<file path="config.mk">
export PLATFORM = sky130hd
export DESIGN_NAME = armleocpu_store_sequencer_flat
export DESIGN_NICKNAME = d
export VERILOG_FILES = /design/src/rtl/armleocpu_store_sequencer_pkg.sv /design/src/rtl/armleocpu_store_sequencer_if.sv /design/src/rtl/armleocpu_storegen.sv /design/src/rtl/armleocpu_store_sequencer.sv /design/src/flat_wrapper.sv
export SDC_FILE = /design/constraint.sdc
export NUM_CORES = 1
export LEC_CHECK = 0
export ABC_AREA = 1
export ABC_CLOCK_PERIOD_IN_PS = 2450
export BUFFER_PORTS_ARGS = -buffer_cell sky130_fd_sc_hd__buf_2
export CAP_MARGIN = 20
export CORE_UTILIZATION = 45
export DETAILED_ROUTE_END_ITERATION = 8
export MAX_ROUTING_LAYER = met4
export PLACE_DENSITY = 0.77
export SYNTH_ARGS = -nofsm -noshare
export SYNTH_HDL_FRONTEND = slang
export SYNTH_SLANG_ARGS = --single-unit
</file>
<file path="constraint.sdc">
create_clock -name clk -period 2.45 [get_ports clk]
set_input_delay 0 -clock clk [delete_from_list [all_inputs] [get_ports clk]]
set_output_delay 0 -clock clk [all_outputs]
set_load 0.05 [all_outputs]
</file>
<file path="src/rtl/armleocpu_store_sequencer_pkg.sv">
// Shared store-type encodings, sequencer state encodings and reject-cause bit
// positions for the store sequencer and its data generator.
package armleocpu_store_sequencer_pkg;

  localparam logic [2:0] STORE_BYTE = 3'b000;
  localparam logic [2:0] STORE_HALF = 3'b001;
  localparam logic [2:0] STORE_WORD = 3'b010;

  localparam logic [1:0] SEQ_IDLE  = 2'd0;
  localparam logic [1:0] SEQ_ISSUE = 2'd1;
  localparam logic [1:0] SEQ_WAIT  = 2'd2;

  localparam int REJ_MISALIGNED   = 0;
  localparam int REJ_UNKNOWN_TYPE = 1;

endpackage

</file>
<file path="src/rtl/armleocpu_store_sequencer_if.sv">
// Bundle of the execute-side request channel, reject/error reports and the
// data-bus write channel seen by the store sequencer.
interface armleocpu_store_sequencer_if #(
  parameter int ADDR_W = 32
) ();

  // Handshakes: a transfer happens on a rising edge where valid and ready are
  // both high; the initiator holds valid and payload stable until that edge and
  // ready never depends on valid. Responses and the rej/err reports are
  // single-cycle pulses with no back-pressure.
  logic              req_valid;
  logic              req_ready;
  logic [ADDR_W-1:0] req_addr;
  logic [2:0]        req_type;
  logic [31:0]       req_data;

  logic              rej_valid;
  logic [1:0]        rej_cause;

  logic              dbus_valid;
  logic              dbus_ready;
  logic [ADDR_W-1:0] dbus_addr;
  logic [31:0]       dbus_wdata;
  logic [3:0]        dbus_wmask;
  logic              dbus_resp_valid;
  logic              dbus_resp_error;

  logic              err_valid;
  logic [ADDR_W-1:0] err_addr;
  logic              empty;
  logic [1:0]        dbg_state;

  modport slave (
    input  req_valid, req_addr, req_type, req_data,
    input  dbus_ready, dbus_resp_valid, dbus_resp_error,
    output req_ready, rej_valid, rej_cause,
    output dbus_valid, dbus_addr, dbus_wdata, dbus_wmask,
    output err_valid, err_addr, empty, dbg_state
  );

  modport master (
    output req_valid, req_addr, req_type, req_data,
    output dbus_ready, dbus_resp_valid, dbus_resp_error,
    input  req_ready, rej_valid, rej_cause,
    input  dbus_valid, dbus_addr, dbus_wdata, dbus_wmask,
    input  err_valid, err_addr, empty, dbg_state
  );

endinterface

</file>
<file path="src/rtl/armleocpu_storegen.sv">
// Store data generator: shifts store data into its byte lanes, builds the byte
// mask and flags misaligned or unknown-type stores.
module armleocpu_storegen
  import armleocpu_store_sequencer_pkg::*;
(
  input  logic [1:0]  addr_lo,
  input  logic [2:0]  st_type,
  input  logic [31:0] st_data,
  output logic [31:0] wdata,
  output logic [3:0]  wmask,
  output logic [1:0]  fault
);

  logic [4:0] shamt;
  assign shamt = {addr_lo, 3'b000};

  always_comb begin
    wdata = 32'd0;
    wmask = 4'd0;
    fault = 2'b00;
    case (st_type)
      STORE_BYTE: begin
        wdata = {24'd0, st_data[7:0]} << shamt;
        wmask = 4'b0001 << addr_lo;
      end
      STORE_HALF: begin
        wdata = {16'd0, st_data[15:0]} << shamt;
        wmask = 4'b0011 << addr_lo;
        fault[REJ_MISALIGNED] = addr_lo[0];
      end
      STORE_WORD: begin
        wdata = st_data;
        wmask = 4'b1111;
        fault[REJ_MISALIGNED] = |addr_lo;
      end
      // Unknown types report only the type fault; alignment is meaningless.
      default: fault[REJ_UNKNOWN_TYPE] = 1'b1;
    endcase
  end

endmodule

</file>
<file path="src/rtl/armleocpu_store_sequencer.sv">
// Store sequencer: buffers formatted stores in a small FIFO and issues them to
// the data bus one outstanding write at a time, reporting rejects and bus errors.
module armleocpu_store_sequencer
  import armleocpu_store_sequencer_pkg::*;
#(
  parameter int DEPTH  = 2,
  parameter int ADDR_W = 32
) (
  input  logic                        clk,
  input  logic                        rst_n,
  armleocpu_store_sequencer_if.slave  bus
);

  localparam int PTR_W = $clog2(DEPTH);
  localparam int CNT_W = PTR_W + 1;
  localparam logic [CNT_W-1:0] FULL_CNT = CNT_W'(DEPTH);

  typedef struct packed {
    logic [ADDR_W-1:0] addr;
    logic [31:0]       data;
    logic [3:0]        mask;
  } entry_t;

  entry_t            mem_q [DEPTH];
  entry_t            mem_d [DEPTH];
  logic [PTR_W-1:0]  head_q, head_d, tail_q, tail_d;
  logic [CNT_W-1:0]  count_q, count_d;
  logic [1:0]        state_q, state_d;
  logic              dbus_valid_q, dbus_valid_d;
  logic [ADDR_W-1:0] dbus_addr_q, dbus_addr_d;
  logic [31:0]       dbus_wdata_q, dbus_wdata_d;
  logic [3:0]        dbus_wmask_q, dbus_wmask_d;
  logic              rej_valid_q, rej_valid_d;
  logic [1:0]        rej_cause_q, rej_cause_d;
  logic              err_valid_q, err_valid_d;
  logic [ADDR_W-1:0] err_addr_q, err_addr_d;

  logic [31:0] gen_wdata;
  logic [3:0]  gen_wmask;
  logic [1:0]  gen_fault;
  logic        req_ready, accept, push, reject, pop;
  entry_t      head_e, next_e;

  armleocpu_storegen u_storegen (
    .addr_lo (bus.req_addr[1:0]),
    .st_type (bus.req_type),
    .st_data (bus.req_data),
    .wdata   (gen_wdata),
    .wmask   (gen_wmask),
    .fault   (gen_fault)
  );

  // Ready looks only at occupancy: a full buffer never accepts, even on a pop.
  assign req_ready = (count_q != FULL_CNT);
  assign accept    = bus.req_valid & req_ready;
  assign reject    = accept & (|gen_fault);
  assign push      = accept & ~(|gen_fault);
  assign head_e    = mem_q[head_q];
  assign next_e    = mem_q[head_q + PTR_W'(1)];

  always_comb begin
    mem_d       = mem_q;
    tail_d      = tail_q;
    head_d      = head_q;
    count_d     = count_q;
    rej_valid_d = reject;
    rej_cause_d = reject ? gen_fault : rej_cause_q;
    if (push) begin
      mem_d[tail_q] = '{addr: bus.req_addr, data: gen_wdata, mask: gen_wmask};
      tail_d        = tail_q + PTR_W'(1);
    end
    if (pop) begin
      head_d = head_q + PTR_W'(1);
    end
    if (push && !pop) begin
      count_d = count_q + CNT_W'(1);
    end else if (pop && !push) begin
      count_d = count_q - CNT_W'(1);
    end
  end

  always_comb begin
    state_d      = state_q;
    dbus_valid_d = dbus_valid_q;
    dbus_addr_d  = dbus_addr_q;
    dbus_wdata_d = dbus_wdata_q;
    dbus_wmask_d = dbus_wmask_q;
    err_valid_d  = 1'b0;
    err_addr_d   = err_addr_q;
    pop          = 1'b0;
    case (state_q)
      SEQ_IDLE: begin
        if (count_q != '0) begin
          state_d      = SEQ_ISSUE;
          dbus_valid_d = 1'b1;
          dbus_addr_d  = {head_e.addr[ADDR_W-1:2], 2'b00};
          dbus_wdata_d = head_e.data;
          dbus_wmask_d = head_e.mask;
        end
      end
      SEQ_ISSUE: begin
        if (bus.dbus_ready) begin
          state_d      = SEQ_WAIT;
          dbus_valid_d = 1'b0;
        end
      end
      SEQ_WAIT: begin
        if (bus.dbus_resp_valid) begin
          pop = 1'b1;
          if (bus.dbus_resp_error) begin
            err_valid_d = 1'b1;
            err_addr_d  = head_e.addr;
          end
          // Only entries already in the array are chained; a store pushed in
          // this same cycle is picked up through IDLE on the next cycle.
          if (count_q > CNT_W'(1)) begin
            state_d      = SEQ_ISSUE;
            dbus_valid_d = 1'b1;
            dbus_addr_d  = {next_e.addr[ADDR_W-1:2], 2'b00};
            dbus_wdata_d = next_e.data;
            dbus_wmask_d = next_e.mask;
          end else begin
            state_d = SEQ_IDLE;
          end
        end
      end
      default: begin
        state_d      = SEQ_IDLE;
        dbus_valid_d = 1'b0;
      end
    endcase
  end

  always_ff @(posedge clk) begin
    if (!rst_n) begin
      for (int i = 0; i < DEPTH; i++) mem_q[i] <= '0;
      head_q       <= '0;
      tail_q       <= '0;
      count_q      <= '0;
      state_q      <= SEQ_IDLE;
      dbus_valid_q <= 1'b0;
      dbus_addr_q  <= '0;
      dbus_wdata_q <= '0;
      dbus_wmask_q <= '0;
      rej_valid_q  <= 1'b0;
      rej_cause_q  <= '0;
      err_valid_q  <= 1'b0;
      err_addr_q   <= '0;
    end else begin
      mem_q        <= mem_d;
      head_q       <= head_d;
      tail_q       <= tail_d;
      count_q      <= count_d;
      state_q      <= state_d;
      dbus_valid_q <= dbus_valid_d;
      dbus_addr_q  <= dbus_addr_d;
      dbus_wdata_q <= dbus_wdata_d;
      dbus_wmask_q <= dbus_wmask_d;
      rej_valid_q  <= rej_valid_d;
      rej_cause_q  <= rej_cause_d;
      err_valid_q  <= err_valid_d;
      err_addr_q   <= err_addr_d;
    end
  end

  assign bus.req_ready  = req_ready;
  assign bus.rej_valid  = rej_valid_q;
  assign bus.rej_cause  = rej_cause_q;
  assign bus.dbus_valid = dbus_valid_q;
  assign bus.dbus_addr  = dbus_addr_q;
  assign bus.dbus_wdata = dbus_wdata_q;
  assign bus.dbus_wmask = dbus_wmask_q;
  assign bus.err_valid  = err_valid_q;
  assign bus.err_addr   = err_addr_q;
  assign bus.empty      = (count_q == '0) && (state_q == SEQ_IDLE) && !rej_valid_q;
  assign bus.dbg_state  = state_q;

endmodule

</file>
<file path="src/flat_wrapper.sv">
// flat-port wrapper written by rule: the top's interface ports become plain ports
module armleocpu_store_sequencer_flat import armleocpu_store_sequencer_pkg::*;
#(
  parameter int DEPTH  = 2,
  parameter int ADDR_W = 32
)
  (clk, rst_n, bus_req_valid, bus_req_addr, bus_req_type, bus_req_data, bus_dbus_ready, bus_dbus_resp_valid, bus_dbus_resp_error, bus_req_ready, bus_rej_valid, bus_rej_cause, bus_dbus_valid, bus_dbus_addr, bus_dbus_wdata, bus_dbus_wmask, bus_err_valid, bus_err_addr, bus_empty, bus_dbg_state);
  armleocpu_store_sequencer_if #(.ADDR_W(ADDR_W)) bus_i ();
  input  logic clk;
  input  logic rst_n;
  input wire logic [$bits(bus_i.req_valid)-1:0] bus_req_valid;
  input wire logic [$bits(bus_i.req_addr)-1:0] bus_req_addr;
  input wire logic [$bits(bus_i.req_type)-1:0] bus_req_type;
  input wire logic [$bits(bus_i.req_data)-1:0] bus_req_data;
  input wire logic [$bits(bus_i.dbus_ready)-1:0] bus_dbus_ready;
  input wire logic [$bits(bus_i.dbus_resp_valid)-1:0] bus_dbus_resp_valid;
  input wire logic [$bits(bus_i.dbus_resp_error)-1:0] bus_dbus_resp_error;
  output wire logic [$bits(bus_i.req_ready)-1:0] bus_req_ready;
  output wire logic [$bits(bus_i.rej_valid)-1:0] bus_rej_valid;
  output wire logic [$bits(bus_i.rej_cause)-1:0] bus_rej_cause;
  output wire logic [$bits(bus_i.dbus_valid)-1:0] bus_dbus_valid;
  output wire logic [$bits(bus_i.dbus_addr)-1:0] bus_dbus_addr;
  output wire logic [$bits(bus_i.dbus_wdata)-1:0] bus_dbus_wdata;
  output wire logic [$bits(bus_i.dbus_wmask)-1:0] bus_dbus_wmask;
  output wire logic [$bits(bus_i.err_valid)-1:0] bus_err_valid;
  output wire logic [$bits(bus_i.err_addr)-1:0] bus_err_addr;
  output wire logic [$bits(bus_i.empty)-1:0] bus_empty;
  output wire logic [$bits(bus_i.dbg_state)-1:0] bus_dbg_state;
  assign bus_i.req_valid = bus_req_valid;
  assign bus_i.req_addr = bus_req_addr;
  assign bus_i.req_type = bus_req_type;
  assign bus_i.req_data = bus_req_data;
  assign bus_i.dbus_ready = bus_dbus_ready;
  assign bus_i.dbus_resp_valid = bus_dbus_resp_valid;
  assign bus_i.dbus_resp_error = bus_dbus_resp_error;
  assign bus_req_ready = bus_i.req_ready;
  assign bus_rej_valid = bus_i.rej_valid;
  assign bus_rej_cause = bus_i.rej_cause;
  assign bus_dbus_valid = bus_i.dbus_valid;
  assign bus_dbus_addr = bus_i.dbus_addr;
  assign bus_dbus_wdata = bus_i.dbus_wdata;
  assign bus_dbus_wmask = bus_i.dbus_wmask;
  assign bus_err_valid = bus_i.err_valid;
  assign bus_err_addr = bus_i.err_addr;
  assign bus_empty = bus_i.empty;
  assign bus_dbg_state = bus_i.dbg_state;
  armleocpu_store_sequencer #(.DEPTH(DEPTH), .ADDR_W(ADDR_W)) u_core (.clk(clk), .rst_n(rst_n), .bus(bus_i));
endmodule
</file>
# Yosys cells after proc, flatten, opt, wreduce, memory -nomap -nowiden
# Index checks and enable logic that the tools add are counted.
# totals
register_bits	247
latchBits	0
mem_bits_rw	0
rom_bits	0
in_bits	73
output_inout_bits	109
memories	0
# classes
add_sub_neg	4
mul	0
div	0
n_lt_le_gt_ge	5
n_eq_ne	9
shifts	4
n_mux	40
bitwise	7
n_reduce_logical	22
# ops
cell	count
$mux W68	7
$mux W32	6
$bwmux W136	1
$pmux W32 S2	2
$pmux W32 S3	1
$demux W68 S1	1
$shl A16 B5 Y32	1
$shl A8 B5 Y32	1
$mux W4	3
$pmux W4 S3	1
$mux W2	5
$mux W1	9
$reduce_and A3 Y1	3
$pmux W4 S2	1
$reduce_and A4 Y1	2
$ge A2 B2 Y1 const B	3
$ne A2 B2 Y1 const B	3
$not A1 Y2	3
$pmux W2 S3	1
$reduce_bool A2 Y1	3
$logic_and A1 B1 Y1	5
$logic_not A2 Y1	2
$ne A2 B1 Y1 const B	2
$reduce_or A2 Y1	2
other kinds (18)	23

# Depth between registers and ports, before layout
# Gate-level depths: netlist (run 1).
# depth
word_depth	10
depth_mapped	10
ltp_nobuf	9

# Hierarchy
# From an unflattened synthesis (run 1), not the netlist that was laid out.
# hier_totals
hier_cells	1803
area_unflattened_um2	11795.1
# modules_own_cells
mod	instances	cells_per_inst	area_each_um2
armleocpu_store_sequencer	1	1629	11011.8
armleocpu_storegen	1	174	783.3

# Least setup slack after synthesis (run 1)
# Ideal clock, no wire load.
# synth_timing
path_kind	register to register
from	reg u_core.state_q[0] (netlist: u_core.bus.dbg_state[0])
to	reg u_core.dbus_addr_q[10] (netlist: u_core.bus.dbus_addr[10])
arrival_time_ns	1.822
path_slack_ns	0.516
path_stages_with_launch	10
n_path_buf	2
synth_period_minus_slack_ns	1.934
path_cell_list	dfxtp_1 -> inv_1 -> nand2_1 -> nor2_1 -> nor2_1 -> nand3_1 -> buf_2 -> buf_2 -> nor2_1 -> nor2_1
# synth_between
elab_chain_cells	3
word_cells_on_any_way	8
classes_between	eq/ne (4); mux (1); reduce/logical (3)
# synth_rtl
item	line	text
start: declaration	armleocpu_store_sequencer.sv:28	logic [1:0] state_q, state_d;
start signal: assignment	armleocpu_store_sequencer.sv:154	state_q <= state_d;
$eq A2 B2 Y1 or $logic_not A2 Y1 (tied branches)	armleocpu_store_sequencer.sv:91	case (state_q)
$ne A2 B1 Y1 (no line), or another cell as far along	-	
$reduce_and A4 Y1 (no line)	-	
end signal: assignment	armleocpu_store_sequencer.sv:156	dbus_addr_q <= dbus_addr_d;
end: declaration	armleocpu_store_sequencer.sv:30	logic [ADDR_W-1:0] dbus_addr_q, dbus_addr_d;
# Parallel ways exist; a longest one is shown, timed or not.
# A chain may end at the register's enable or synchronous reset.

# Worst setup path in the final report (run 1)
# layout_timing
from	in bus_req_type[2]
to	reg u_core.mem_q[27] (netlist bit)
# layout_between
elab_chain_cells	6
word_cells_on_any_way	11
classes_between	eq/ne (2); mux (4); bitwise (2); reduce/logical (3)
# layout_rtl
item	line	text
start: declaration	flat_wrapper.sv:13	input wire logic [$bits(bus_i.req_type)-1:0] bus_req_type;
$eq A3 B2 Y1, or another cell as far along	armleocpu_storegen.sv:21	case (st_type)
$reduce_or A3 Y1 (no line)	-	
$mux W1	armleocpu_storegen.sv:21	
$reduce_or A2 Y1	armleocpu_store_sequencer.sv:57	assign push = accept & ~(|gen_fault);
$not A1 Y1	armleocpu_store_sequencer.sv:57	
$and A1 B1 Y1	armleocpu_store_sequencer.sv:57	
end signal: assignment	armleocpu_store_sequencer.sv:150	mem_q <= mem_d;
end: declaration	armleocpu_store_sequencer.sv:24	entry_t mem_q [DEPTH];
# Parallel ways exist; a longest one is shown, timed or not.

==> impl_results.md, run 1 <==
- RSZ-0062 raised after global routing: no
- CTS tree: yes
- Die area: 0.0262 mm^2
- Multi-input gate area: 0.00539 mm^2
- H-tree levels: 1
- Mean Syn Cell Area: 6.37 um^2
- Hold EP: u_core.bus.rej_valid
- Reg2Reg Capture Point: u_core.mem_q[25]
- Buffers added on ports: 179
- Leakage: 6.85 nW
- Dominant cell type by area after synthesis: dfxtp_1
- CTS sink cnt: 245
- Detailed-placement wirelength estimate: 18,700 um
- CP Capture Type: register
- Min-Delay Startpoint: bus_req_type[0]
- Area share of the largest cell type after synthesis: 0.427
- Area Growth Syn to Fin: 24.2%
- EDFF count, synth: 0
- Maxcap violations: 0
- Drc violations: 0
- Synthesized instance count: 1,804
- Cts bufs inserted: 28
- Layout net count: 2,078
- Final setup fails: 0
- Fillers: 2,386
- Clock Tree Root: clkbuf_16
- Share of cells above drive strength 1: 0.133
- Min Tclk post-route: 2.29 ns
- Required @ worst endpoint: 2.90 ns
- Clk_lat worst skew: 0.53 ns
- Peak fanout along the critical path: 24
- Fmax: 437 MHz
- Placeable Area: 0.0251 mm^2
- Most used DFF post-synth: dfxtp_1
- Distinct cell type count after synthesis: 32
- Final setup TNS: 0 ns
- First-pass DRT Iterations: 5
- Gpl congestion: 0.887
- Register Area: 0.00490 mm^2
- Final WS setup: 0.159 ns
- First-pass GRT wire length: 50,000 um
- Pwr Total: 14.4 mW
- 1st-iter DRT viols: 1,044
- Hold Buf Count CTS: 73
- R2r startpoint: u_core.count_q[0]
- Antenna-violating nets left: 0
- Resized Gates After CTS: 0
- Crit path launch type: input pin
- Worst hold path type: in -> reg
- FP Rows: 58
- Vias/cell: 4.84
- Top post-synthesis cells by count: nand2_1 (582), nor2_1 (411), dfxtp_1 (245)
- Worst Path Class, Setup: in -> reg
- Setup Skew: 0.00922 ns
- Die span in y: 162 um
- Clk buf depth: 3
- Worst ir drop on vdd: 0.951 mV
- Async SR Flop Fraction: 0
- Most common cell in the netlist: nand2_1
- Pwr per Cell Area: 1010 mW/mm^2
- Synthesis-stage register bit count: 245
- Worst-margin pin slew: 0.802 ns
- Fin. Hold Viols: 0
- Worst-path clk slew: 0.06 ns
- Period utilization: 0.935
- Worst hold stages: 5
- WL/cell: 13.1 um
- Post-synthesis cell area: 0.0115 mm^2
- Setup bufs post-CTS: 0
- Ports: 182
- Largest net degree at the start of global routing: 135
- Reg2Reg Depth: 8
- DP Worst Slack: 0.380 ns
- Slack of the worst reg-to-reg path: 0.30 ns
- Crit path DAT: 2.74 ns
- Seq/Total Area, Yosys: 0.427
- Routed WL: 30,800 um
- Ranking of synthesized cells by area: dfxtp_1 (43%), nand2_1 (19%), nor2_1 (13%)
- Slew Viols, Final: 0
- DR vias: 11,400
- YS warnings: 0
- Remaining Overflow, GRT: 0
- Max transition margin: 0.465
- Initial Util: 0.458
- Vias in the first global route: 10,300
- Total GRT Usage: 0.238
- Initial antenna violation count: 2
- Die Wd: 162 um
- Status: complete, no violations
==> registers in the layout, summed over array words and instances (netlist names) <==
| name | flops |
|---|---|
| u_core.bus.dbus_valid | 1 |
| u_core.bus.err_addr | 32 |
| u_core.bus.dbus_addr | 30 |
| u_core.bus.rej_cause | 2 |
| u_core.bus.err_valid | 1 |
| u_core.bus.dbus_wdata | 32 |
| u_core.tail_q | 1 |
| u_core.head_q | 1 |
| u_core.bus.dbg_state | 2 |
| u_core.count_q | 2 |
| u_core.bus.dbus_wmask | 4 |
| u_core.bus.rej_valid | 1 |
| u_core.mem_q | 136 |
==> stage by stage <==
stage	area, um^2	util	hold slack, ns	cells
2_1_floorplan	11500	-	0.150	1805
3_3_place_gp	12600	0.500	0.304	2228
3_5_place_dp	12600	0.500	0.289	2228
4_1_cts	14300	0.569	0.0271	2352
5_1_grt	14300	0.569	0.102	2354
6_report	14300	0.569	0.0558	2354
==> worst max-delay path by stage <==
| stage | startpoint | to | slack (ns) | cells after the start |
|---|---|---|---|---|
| 2_1_floorplan | u_core.bus.dbg_state[0] | u_core.bus.dbus_addr[10] | 0.52 | 9 |
| 3_3_place_gp | u_core.count_q[0] | u_core.mem_q[44] | 0.49 | 9 |
| 3_5_place_dp | u_core.count_q[0] | u_core.mem_q[50] | 0.38 | 9 |
| 4_1_cts | bus_req_type[2] | u_core.mem_q[27] | 0.35 | 10 |
| 5_1_grt | bus_req_type[2] | u_core.mem_q[95] | 0.06 | 10 |
| 6_report | bus_req_type[2] | u_core.mem_q[27] | 0.16 | 10 |
==> cells in the final DEF, fill, tap and decap left out, types with 4 or more instances in the layout <==
master and count:
nand3_1 31, nor3b_1 4, dlygate4sd3_1 73, a31oi_1 32, inv_2 5, or2_2 8
ha_1 4, buf_2 178, nand2_1 582, o21bai_1 55, bufinv_16 5, nor2_1 411
nand4_1 8, a21oi_1 10, clkbuf_1 7, buf_12 5, o21ai_0 101, dfxtp_1 245
clkbuf_16 29, inv_1 181, buf_4 19
==> metal layers <==
| layer | part of all wire | track usage |
|---|---|---|
| met4 | 0.015 | 0.0515 |
| met3 | 0.072 | 0.0335 |
| met2 | 0.47 | 0.406 |
| met1 | 0.44 | 0.299 |
| met5 | 0 | - |
==> layout make-up <==
class | instances | share of cell area
Multi-Input combinational cell | 1263 | 0.377
Sequential cell | 245 | 0.343
Timing Repair Buffer | 276 | 0.131
Clock buffer | 39 | 0.0555
Inverter | 187 | 0.0491
Tap cell | 330 | 0.0289
Clock inverter | 12 | 0.0140
Antenna cell | 2 | 0.000350
==> kinds of logic (layout without fill, tap and decap cells) <==
logic type | Yosys count | after routing | synth area share
AO/OA/AOI/OAI | 204 | 204 | 0.105
XOR/XNOR | 2 | 2 | 0.00218
buffers and inverters | 297 | 514 | 0.107
adder cells (fa/ha/maj) | 4 | 4 | 0.00435
flip-flops | 245 | 245 | 0.427
other | 1 | 4 | 0.000326
AND/OR/NAND/NOR | 1051 | 1051 | 0.354
==> power by group <==
| part | switching (mW) | internal (mW) | total, mW |
|---|---|---|---|
| registers | 0.314 | 4.60 | 4.91 |
| clock network | 1.68 | 2.79 | 4.47 |
| logic | 3.69 | 1.31 | 5.00 |
| total | 5.69 | 8.70 | 14.4 |
==> critical path, stage by stage <==
cell and delay, ns:
dlygate4sd3_1 0.56, buf_2 0.15, nor2_1 0.14, nand2_1 0.18, inv_1 0.64, nand2_1 0.17
nand2_1 0.12, dlygate4sd3_1 0.57, nor2_1 0.06, nor2_1 0.14
No activity file was read; power rests on OpenSTA's default activity.
==> inputs of run 2 (changes only) <==
Settings changed: ABC_CLOCK_PERIOD_IN_PS 2450 to 2400, CAP_MARGIN 20 to 15.
Clock period 2.45 ns to 2.4 ns, I/O delays scaled along.
==> run 2 against run 1 <==
Compared with the run above: final cell count did not move; clock skew down 0.0022 ns; wire length grew 0.15%; register-to-register slack about the same; power about the same; worst setup slack improved by 0.13 ns; largest power group unchanged; first-iteration DRC count shrank 4.1%; highest routed layer unchanged; largest cell class unchanged.
==> impl_results.md, run 2 (synthesis gave the netlist of run 1 again) <==
- Status: complete, no violations
- Leakage: 6.86 nW
- Final setup fails: 0
- Period utilization: 0.879
- Fin. Hold Viols: 0
- First-pass GRT wire length: 49,900 um
- Ports: 182
- Largest net degree at the start of global routing: 91
- Min Tclk post-route: 2.11 ns
- Cts bufs inserted: 27
- Critical Path Source: u_core.count_q[0]
- Detailed-placement wirelength estimate: 18,700 um
- Layout net count: 2,081
- Slew Viols, Final: 0
- Maxcap violations: 0
- Worst-path clk slew: 0.06 ns
- CTS sink cnt: 245
- First-pass DRT Iterations: 8
- Buffers added on ports: 179
- Worst hold path type: in -> reg
- Commonest non-fill, non-tap cell in the layout: nand2_1
- R2r startpoint: u_core.count_q[0]
- Worst Path Class, Setup: reg -> reg
- Crit path DAT: 2.52 ns
- Die span in y: 162 um
- Clock Tree Root: clkbuf_16
- Total GRT Usage: 0.238
- Placeable Area: 0.0251 mm^2
- Routed WL: 30,900 um
- Final WS setup: 0.291 ns
- Fillers: 2,421
- Fmax: 474 MHz
- Crit path launch type: register
- Die area: 0.0262 mm^2
- Clk buf depth: 3
- Global routing's busiest layer: met2
- Gpl congestion: 0.876
- Met1 Use GR: 0.304
- Vias in the first global route: 10,300
- Worst setup path end: u_core.mem_q[93]
- Reg2Reg Capture Point: u_core.mem_q[93]
- Worst ir drop on vdd: 0.677 mV
- GR Layer Usage met3: 0.0319
- Clk_lat worst skew: 0.52 ns
- Reg2Reg Depth: 8
- Worst hold stages: 6
- Initial antenna violation count: 2
- Required @ worst endpoint: 2.81 ns
- H-tree levels: 1
- Slack of the worst reg-to-reg path: 0.29 ns
- Share of cells above drive strength 1: 0.133
- Initial Util: 0.458
- Vias/cell: 4.85
- Met2 GRT Util: 0.395
- DP Worst Slack: 0.340 ns
- Commonest non-fill, non-tap cells in the layout: nand2_1 (582), nor2_1 (411), dfxtp_1 (245)
- Max transition margin: 0.583
- Remaining Overflow, GRT: 0
- RSZ-0062 raised after global routing: no
- Setup Skew: 0.00701 ns
- Area Growth Syn to Fin: 24.0%
- Worst-margin pin slew: 0.625 ns
- Drc violations: 0
- CP Capture Type: register
- 1st-iter DRT viols: 1,001
- Max reg flops: 136
- FP Rows: 58
- Final setup TNS: 0 ns
- Peak fanout along the critical path: 26
- Antenna-violating nets left: 0
- DR vias: 11,400
- WL/cell: 13.1 um
- Pwr per Cell Area: 1010 mW/mm^2
- CTS tree: yes
- Reg with most FFs: u_core.mem_q
- Die Wd: 162 um
## run 2: cell count changes in the layout (fill, tap and decap cells not counted)
cell / before / now
clkbuf_8: 3 / 6
inv_6: 1 / 0
clkbuf_1: 7 / 3
inv_8: 1 / 0
clkinv_2: 3 / 6
dlygate4sd3_1: 73 / 77
clkbuf_16: 29 / 27
bufinv_16: 5 / 3
buf_4: 19 / 17
buf_12: 5 / 7
## run 2: routing by layer
metal | routed length, um | share of wire
met5 | 0 | 0
met4 | 629 | 0.020
met2 | 14300 | 0.46
met1 | 14000 | 0.45
met3 | 1950 | 0.063
## run 2: how the worst min path moves through the flow
| stage | from | slack [ns] | end |
|---|---|---|---|
| 2_1_floorplan | bus_dbus_resp_error | 0.15 | u_core.bus.err_valid |
| 3_3_place_gp | bus_dbus_resp_error | 0.30 | u_core.bus.err_valid |
| 3_5_place_dp | bus_dbus_resp_error | 0.30 | u_core.bus.err_valid |
| 4_1_cts | bus_req_type[1] | 0.03 | u_core.mem_q[70] |
| 5_1_grt | bus_req_type[1] | 0.08 | u_core.mem_q[2] |
| 6_report | bus_req_type[1] | 0.06 | u_core.mem_q[70] |
## run 2: area by class of cell
| class | instances | area, um^2 | area share |
|---|---|---|---|
| timing repair buffer | 280 | 1940 | 0.136 |
| inverter | 187 | 702 | 0.0492 |
| antenna | 2 | 5.00 | 0.000351 |
| multi-input combinational | 1263 | 5390 | 0.378 |
| clock inverter | 11 | 135 | 0.00947 |
| tap | 330 | 413 | 0.0289 |
| clock buffer | 36 | 769 | 0.0540 |
| sequential | 245 | 4900 | 0.344 |
## run 2: timing repair
action	in CTS	in global routing
resized for setup	0	0
endpoints found under the hold margin	158	0
hold buffers	77	0
setup buffers	0	0
## run 2: critical path, cell delays in order (launching register included)
cell and delay [ns]:
dfxtp_1 0.33, inv_1 0.08, ha_1 0.21, nor2_1 0.34
nand4_4 0.21, inv_2 0.14, nand2_2 0.34, nor2_1 0.26
nor2_1 0.07
## run 2: metrics by stage
step / hold slack (ns) / total power, mW / utilization / area, um^2 / cells
6_report: 0.0593 / 14.4 / 0.568 / 14300 / 2354
5_1_grt: 0.0783 / 15.2 / 0.568 / 14300 / 2354
4_1_cts: 0.0324 / 14.5 / 0.568 / 14300 / 2352
3_5_place_dp: 0.299 / 10.1 / 0.501 / 12600 / 2228
3_3_place_gp: 0.299 / 10.1 / 0.501 / 12600 / 2228
2_1_floorplan: 0.150 / 8.97 / - / 11500 / 1805
## run 2: power breakdown
part	switching (mW)	total, mW	internal (mW)	leakage, nW
combinational	3.80	5.17	1.37	4.41
sequential	0.320	5.01	4.69	2.00
clock	1.65	4.20	2.56	0.446
